[config.mk]
export PLATFORM = sky130hd
export DESIGN_NAME = random_range_sampler
export DESIGN_NICKNAME = d
export VERILOG_FILES = /design/src/rtl/random_range_sampler.sv
export SDC_FILE = /design/constraint.sdc
export NUM_CORES = 1
export LEC_CHECK = 0
export ABC_AREA = 1
export CORE_UTILIZATION = 50
export DETAILED_ROUTE_END_ITERATION = 7
export PLACE_DENSITY_LB_ADDON = 0.1
export RECOVER_POWER = 100
export SYNTH_ARGS = -nofsm -noshare
export SYNTH_HDL_FRONTEND = slang
export SYNTH_SLANG_ARGS = --single-unit
[constraint.sdc]
create_clock -name clk -period 3.5 [get_ports clk]
set_clock_uncertainty 0.15 [all_clocks]
set_input_delay 0.35 -clock clk [delete_from_list [all_inputs] [get_ports clk]]
set_output_delay 0.35 -clock clk [all_outputs]
set_load 0.02 [all_outputs]
[src/rtl/random_range_sampler.sv]
// Rejection sampler: draws uniform values below a requested limit from an upstream
// random word, falling back to 0 after MAX_TRIES rejects. SAMPLER_STATS_EN enables reject_cnt.
module random_range_sampler #(
  parameter int MAX_TRIES = 8
) (
  input  logic       clk,
  input  logic       rst,
  input  logic [3:0] rand_in,
  input  logic [3:0] limit,
  input  logic       start,
  output logic       busy,
  output logic       valid,
  output logic [3:0] value,
  input  logic       ack,
  output logic       fallback,
  output logic [7:0] reject_cnt
);

  // Handshake: a request is taken when start=1 is sampled while busy=0; a result is
  // offered while valid=1 and held stable until ack=1 is sampled, which retires it.

  typedef enum logic [1:0] {IDLE, SAMPLE, HOLD} state_t;

  localparam logic [7:0] LAST_TRY = 8'(MAX_TRIES - 1);

  state_t     state, state_n;
  logic [3:0] lim, lim_n;
  logic [7:0] tries, tries_n;
  logic [3:0] value_n;
  logic       fallback_n;
  logic [4:0] eff_lim;
  logic       accept;

  // A latched limit of 0 stands for the full 16-value range.
  assign eff_lim = (lim == 4'd0) ? 5'd16 : {1'b0, lim};
  assign accept  = ({1'b0, rand_in} < eff_lim);

  always_ff @(posedge clk or posedge rst) begin
    if (rst) begin
      state    <= IDLE;
      lim      <= '0;
      tries    <= '0;
      value    <= '0;
      fallback <= 1'b0;
    end else begin
      state    <= state_n;
      lim      <= lim_n;
      tries    <= tries_n;
      value    <= value_n;
      fallback <= fallback_n;
    end
  end

  always_comb begin
    state_n    = state;
    lim_n      = lim;
    tries_n    = tries;
    value_n    = value;
    fallback_n = fallback;
    case (state)
      IDLE: begin
        if (start) begin
          lim_n   = limit;
          tries_n = 8'd0;
          state_n = SAMPLE;
        end
      end
      SAMPLE: begin
        if (accept) begin
          value_n    = rand_in;
          fallback_n = 1'b0;
          state_n    = HOLD;
        end else begin
          tries_n = tries + 8'd1;
          if (tries == LAST_TRY) begin
            value_n    = 4'd0;
            fallback_n = 1'b1;
            state_n    = HOLD;
          end
        end
      end
      HOLD: begin
        if (ack) state_n = IDLE;
      end
      default: state_n = IDLE;
    endcase
  end

  assign busy  = (state != IDLE);
  assign valid = (state == HOLD);

`ifdef SAMPLER_STATS_EN
  logic reject;
  assign reject = (state == SAMPLE) && !accept;

  always_ff @(posedge clk or posedge rst) begin
    if (rst)
      reject_cnt <= '0;
    else if (reject && reject_cnt != 8'hFF)
      reject_cnt <= reject_cnt + 8'd1;
  end
`else
  assign reject_cnt = '0;
`endif

endmodule

**Yosys cells after proc, flatten, opt, wreduce, memory -nomap -nowiden**

Cells that the tools add are included.

- Input port bits: 12
- Flip-flop bits (word level): 19
- Logic and storage cells: 36

- Reduce and logical (&&, ||, !) cells: 9
- Order comparisons: 1
- Add/subtract/negate cells: 1
- Equality and inequality tests: 7
- Multiplexer cells: 13

Operators with widths:

| operator | count |
|---|---|
| $mux 8 | 2 |
| $pmux 8 s2 | 1 |
| $add 8x1->8 const B | 1 |
| $eq 8x3->1 const B | 1 |
| $mux 2 | 4 |
| $mux 4 | 2 |
| $pmux 2 s3 | 1 |
| $reduce_and 3->1 | 2 |
| $reduce_bool 2->1 | 3 |
| $lt 4x5->1 | 1 |
| $mux 5 | 1 |
| $logic_not 4->1 | 1 |
| $ne 2x2->1 const B | 2 |
| $reduce_and 2->1 | 2 |
| $ne 3x3->1 const B | 1 |
| $eq 2x1->1 const B | 1 |
| $eq 2x2->1 const B | 1 |
| $logic_not 2->1 | 1 |
| $mux 1 | 2 |
| $ne 2x1->1 const B | 1 |

**Depth between registers and ports, before layout**

- Depth in word-level cells: 5
- Mapped depth: 10
- Gate-level depth less buffers: 10

**Worst setup path after synthesis**

OpenSTA, ideal clock, no wires.

- Path kind: register -> register
- Start point: register lim[2]
- End point: register tries[6]
- Data required time: 3,233 ps
- Buffers on the path: 0
- Cell stages (with the launch flop): 11
- Setup time: 117 ps
- Arrival: 1,236 ps
- Path slack: 1,997 ps
- Cell sequence: dfrtp_1 inv_1 ha_1 nand2_1 nand2_1 nand2_1 nand3_2 nand3_4 nand2_4 nand2_1 nand2_1

- Cells in the longest elaborated chain, start to end: 5

Ends and longest elaborated chain:

| item | line | source |
|---|---|---|
| start: declaration | 27 | `logic [3:0] lim, lim_n;` |
| start signal: assignment | 47 | `lim <= lim_n;` |
| $logic_not 4->1 | 35 | `assign eff_lim = (lim == 4'd0) ? 5'd16 : {1'b0, lim};` |
| $mux 5 (*) | 35 |  |
| $lt 4x5->1 (*) | 36 | `assign accept = ({1'b0, rand_in} < eff_lim);` |
| $ne 2x2->1 (no source line) (*) | n/a |  |
| $reduce_and 3->1 (no source line) (*) | n/a |  |
| end signal: assignment | 48 | `tries <= tries_n;` |
| end: declaration | 28 | `logic [7:0] tries, tries_n;` |

Every way passes the cells marked *; elsewhere a longest branch is shown, timed or not.
A chain may end at the register's enable or synchronous reset.

**Final worst setup path**

- Start point: register state[1]
- End point: output busy

- Cells in the longest elaborated chain, start to end: 1

Ends and longest elaborated chain:

| item | line | source |
|---|---|---|
| start: declaration | 26 | `state_t state, state_n;` |
| start signal: assignment | 46 | `state <= state_n;` |
| $reduce_bool 2->1 | 89 | `assign busy = (state != IDLE);` |
| end: declaration | 11 | `output logic busy,` |

No other way between the ends.

==> metrics <==
initial antenna violation count=0; Worst Setup Slack post-DPL=between 1 and 1.5 ns; Final Hold Viols=0; count of inserted antenna diode cells=0; number of cells in the finished layout apart from fillers=195; Worst EP required=~3.0 ns; Async SR Flop Fraction=100%; cell area power density=between 600 and 700 nW/um^2; Site Rows=17; total iterations of the first detailed-routing run=4; residual overflow from global routing=0; library cell occupying the most area in the post-synthesis netlist=sky130_fd_sc_hd__dfrtp_1; Post-Synthesis Cells=about 150; actual transition at the worst max-transition pin=between 0.7 and 0.8 ns; clock transition at the registers of the reported paths=~0.10 ns; initial cell density of the core=53.6%; wire per inst=between 10 and 15 um; worst setup path category=flop to output port; count of buffers from port buffering=18; internal cell power=0.468 mW; data arrival time at the worst-slack endpoint=about 1.7 ns; Rel. slew slack=a little over half; number of max-cap violations=0; YS warnings=0; final count of negative-setup-slack endpoints=0; share of the clock period used by the worst path=a little over three fifths; utilization after layout=approximately 60%; distinct cell type count after synthesis=28; sequential area share after synthesis=roughly two fifths; maximum count of clock buffers along a single path=2; post-CTS repair timing setup buffer count=0; Resize count post-CTS=0; number of instances in the placed design=around 190; gr usage total=between 20% and 30%; vias after detailed routing=967; CP endpoint kind=output port; clock latency of the later-clocked register in the worst-skew pair=0.31 ns; final worst slack=approximately 1.3 ns; Switching Power=between 0.3 and 0.4 mW; outcome=complete, no violations; Synth top area share=roughly two fifths; sum of routed wire length over all layers=roughly 2200 um; total negative slack=0 ns; Max H-tree Level=1; share of layout cells above drive strength 1=under 10%; number of synthesized flops with an enable pin=0; highest clock frequency the design can meet=around 460 MHz; overall power of the completed layout=approximately 0.84 mW; leakage=around 0.7 nW; global-route wire length before repair=slightly below 4000 um; Die W=50.9 um; Placer Congestion=a little over 0.8; Post-layout nets=between 150 and 200; flip-flop cell with the highest count after synthesis=sky130_fd_sc_hd__dfrtp_1; vias per cell=~5.0; total clock buffers created by CTS=3; Post-Synthesis Mean Instance Area=between 8 and 9 sq um; CTS hold repair buffers=0; Final HPWL DP=between 1500 and 2000 um; power share of the clock group=13.8%; part of the power in registers=38.4%; proportion of total power due to net switching=between 40% and 50%; dominant cell by count in the synthesized netlist=sky130_fd_sc_hd__nand2_1; clock tree from TritonCTS=yes; Routed Antenna Nets=0; Die ar.=between 2000 and 3000 sq um; first-iteration detailed-routing DRC count=8; number of primary I/O pins=27; RSZ-0062 raised after global routing=false; library cell used as clock root buffer=sky130_fd_sc_hd__clkbuf_4; Max Slew Vio Count=0; post-synthesis register bit count=19; largest net degree at the start of global routing=20; core region area=around 2200 sq um; vias in the first global route=between 800 and 900; CTS sink cnt=19; Worst IR Drop VDD=about 0.34 mV; Netlist Area Pre-Place=1200 sq um; die span in y=about 50 um; combinational share of power=between 40% and 50%; crit path launch type=flop; DRC Markers=0; commonest cells in the synthesized netlist=41 x sky130_fd_sc_hd__nand2_1, 19 x sky130_fd_sc_hd__dfrtp_1, 18 x sky130_fd_sc_hd__nand3_1; cell types with the largest area share after synthesis=sky130_fd_sc_hd__dfrtp_1 40%, sky130_fd_sc_hd__nand2_1 13%, sky130_fd_sc_hd__nand3_1 7.5%, sky130_fd_sc_hd__buf_4 5.6%, sky130_fd_sc_hd__inv_1 4.7%; P&R area growth vs syn=12.0%; biggest fanout along the worst timing path=3; post-layout minimum cycle time=~2.2 ns; class of the tightest hold or removal check=flop to flop
[cell type report]
class / count / area, sq um
repair buffers: 18 / 180
clock buffers: 4 / 26.3
well taps: 28 / 35.0
inverters: 18 / 70.1
flip-flops and latches: 19 / 475
fillers: 211 / 892
multi-input cells: 108 / 554
[flip-flops by register name, summed over array words and instances (netlist names)]
| name | cells |
|---|---|
| value | 4 |
| tries | 8 |
| state | 2 |
| fallback | 1 |
| lim | 4 |
[worst paths after layout]
check                                  endpoint            startpoint  slack (ns)  cells after the start
max in group asynchronous    lim[0]$_DFFE_PP0P_                   rst        2.31                      2
max reg2reg                tries[2]$_DFFE_PP0P_    lim[2]$_DFFE_PP0P_        1.51                     10
min reg2reg                value[2]$_DFFE_PP0P_  value[2]$_DFFE_PP0P_        0.33                      2
max                                        busy  state[1]$_DFFE_PP0P_        1.30                      3
min                        value[2]$_DFFE_PP0P_  value[2]$_DFFE_PP0P_        0.33                      2
min in group asynchronous  tries[3]$_DFFE_PP0P_                   rst        0.43                      2
[cell usage in the layout (no fill, tap or decap)]
cell,synthesis,routed
sky130_fd_sc_hd__nor3_1,1,1
sky130_fd_sc_hd__clkbuf_1,0,1
sky130_fd_sc_hd__clkbuf_4,0,3
sky130_fd_sc_hd__a31oi_1,1,1
sky130_fd_sc_hd__mux2_1,0,1
sky130_fd_sc_hd__inv_4,1,1
sky130_fd_sc_hd__nor3b_1,2,2
sky130_fd_sc_hd__clkdlybuf4s50_1,0,9
sky130_fd_sc_hd__nand2_2,2,1
sky130_fd_sc_hd__ha_1,4,4
sky130_fd_sc_hd__dlygate4sd3_1,0,9
sky130_fd_sc_hd__xnor2_1,1,1
sky130_fd_sc_hd__inv_2,2,2
sky130_fd_sc_hd__nand4_1,2,2
sky130_fd_sc_hd__dfrtp_1,19,19
sky130_fd_sc_hd__a21oi_1,1,1
sky130_fd_sc_hd__conb_1,1,8
sky130_fd_sc_hd__inv_1,15,15
sky130_fd_sc_hd__nand3_2,2,1
sky130_fd_sc_hd__nor2_2,2,1
sky130_fd_sc_hd__o21ai_0,2,2
sky130_fd_sc_hd__nor2_4,1,1
sky130_fd_sc_hd__nor2_1,11,12
sky130_fd_sc_hd__nand3_1,18,20
sky130_fd_sc_hd__nor2_8,1,1
sky130_fd_sc_hd__nand2_1,41,44
sky130_fd_sc_hd__nor3_2,1,1
sky130_fd_sc_hd__a21oi_2,3,3
[logic make-up after synthesis]
kind of cell,count (synthesis),synth area share (%)
XOR/XNOR,1,0.732
flip-flops,19,39.7
buffers and inverters,28,12.7
other,1,0.313
AO/OA/AOI/OAI,7,3.97
adder cells (fa/ha/maj),4,4.18
multiplexers,1,1.25
AND/OR/NAND/NOR,87,37.1
[routing by layer]
metal	global-route usage [%]	up-vias	part of all wire, %
met5	0	-	0
met4	9.72	0	2.1
met2	31.8	24	47
met3	2.68	5	4.9
li1	-	494	-
met1	27.8	444	46
[per-stage QoR]
step | hold slack [ns] | cell area, sq um
6_report | 0.327 | 1340
5_1_grt | 0.372 | 1340
4_1_cts | 0.334 | 1380
3_5_place_dp | 0.309 | 1360
3_3_place_gp | 0.304 | 1360
2_1_floorplan | 0.151 | 1220
[worst max-delay path: stages, from the launching register on]
cell and delay, ns:
sky130_fd_sc_hd__dfrtp_1 0.47, sky130_fd_sc_hd__nor2_1 0.23, sky130_fd_sc_hd__inv_1 0.05, sky130_fd_sc_hd__dlygate4sd3_1 0.64
[power by group through the flow]
stage	Sequential (mW)	Combinational, mW	Clock (mW)
after global placement	0.331	0.443	0
after detailed placement	0.332	0.455	0
after floorplan	0.352	0.313	0
after CTS	0.327	0.457	0.115
after global routing	0.334	0.450	0.122
final	0.323	0.403	0.116
No activity file was read; power rests on OpenSTA's default activity.
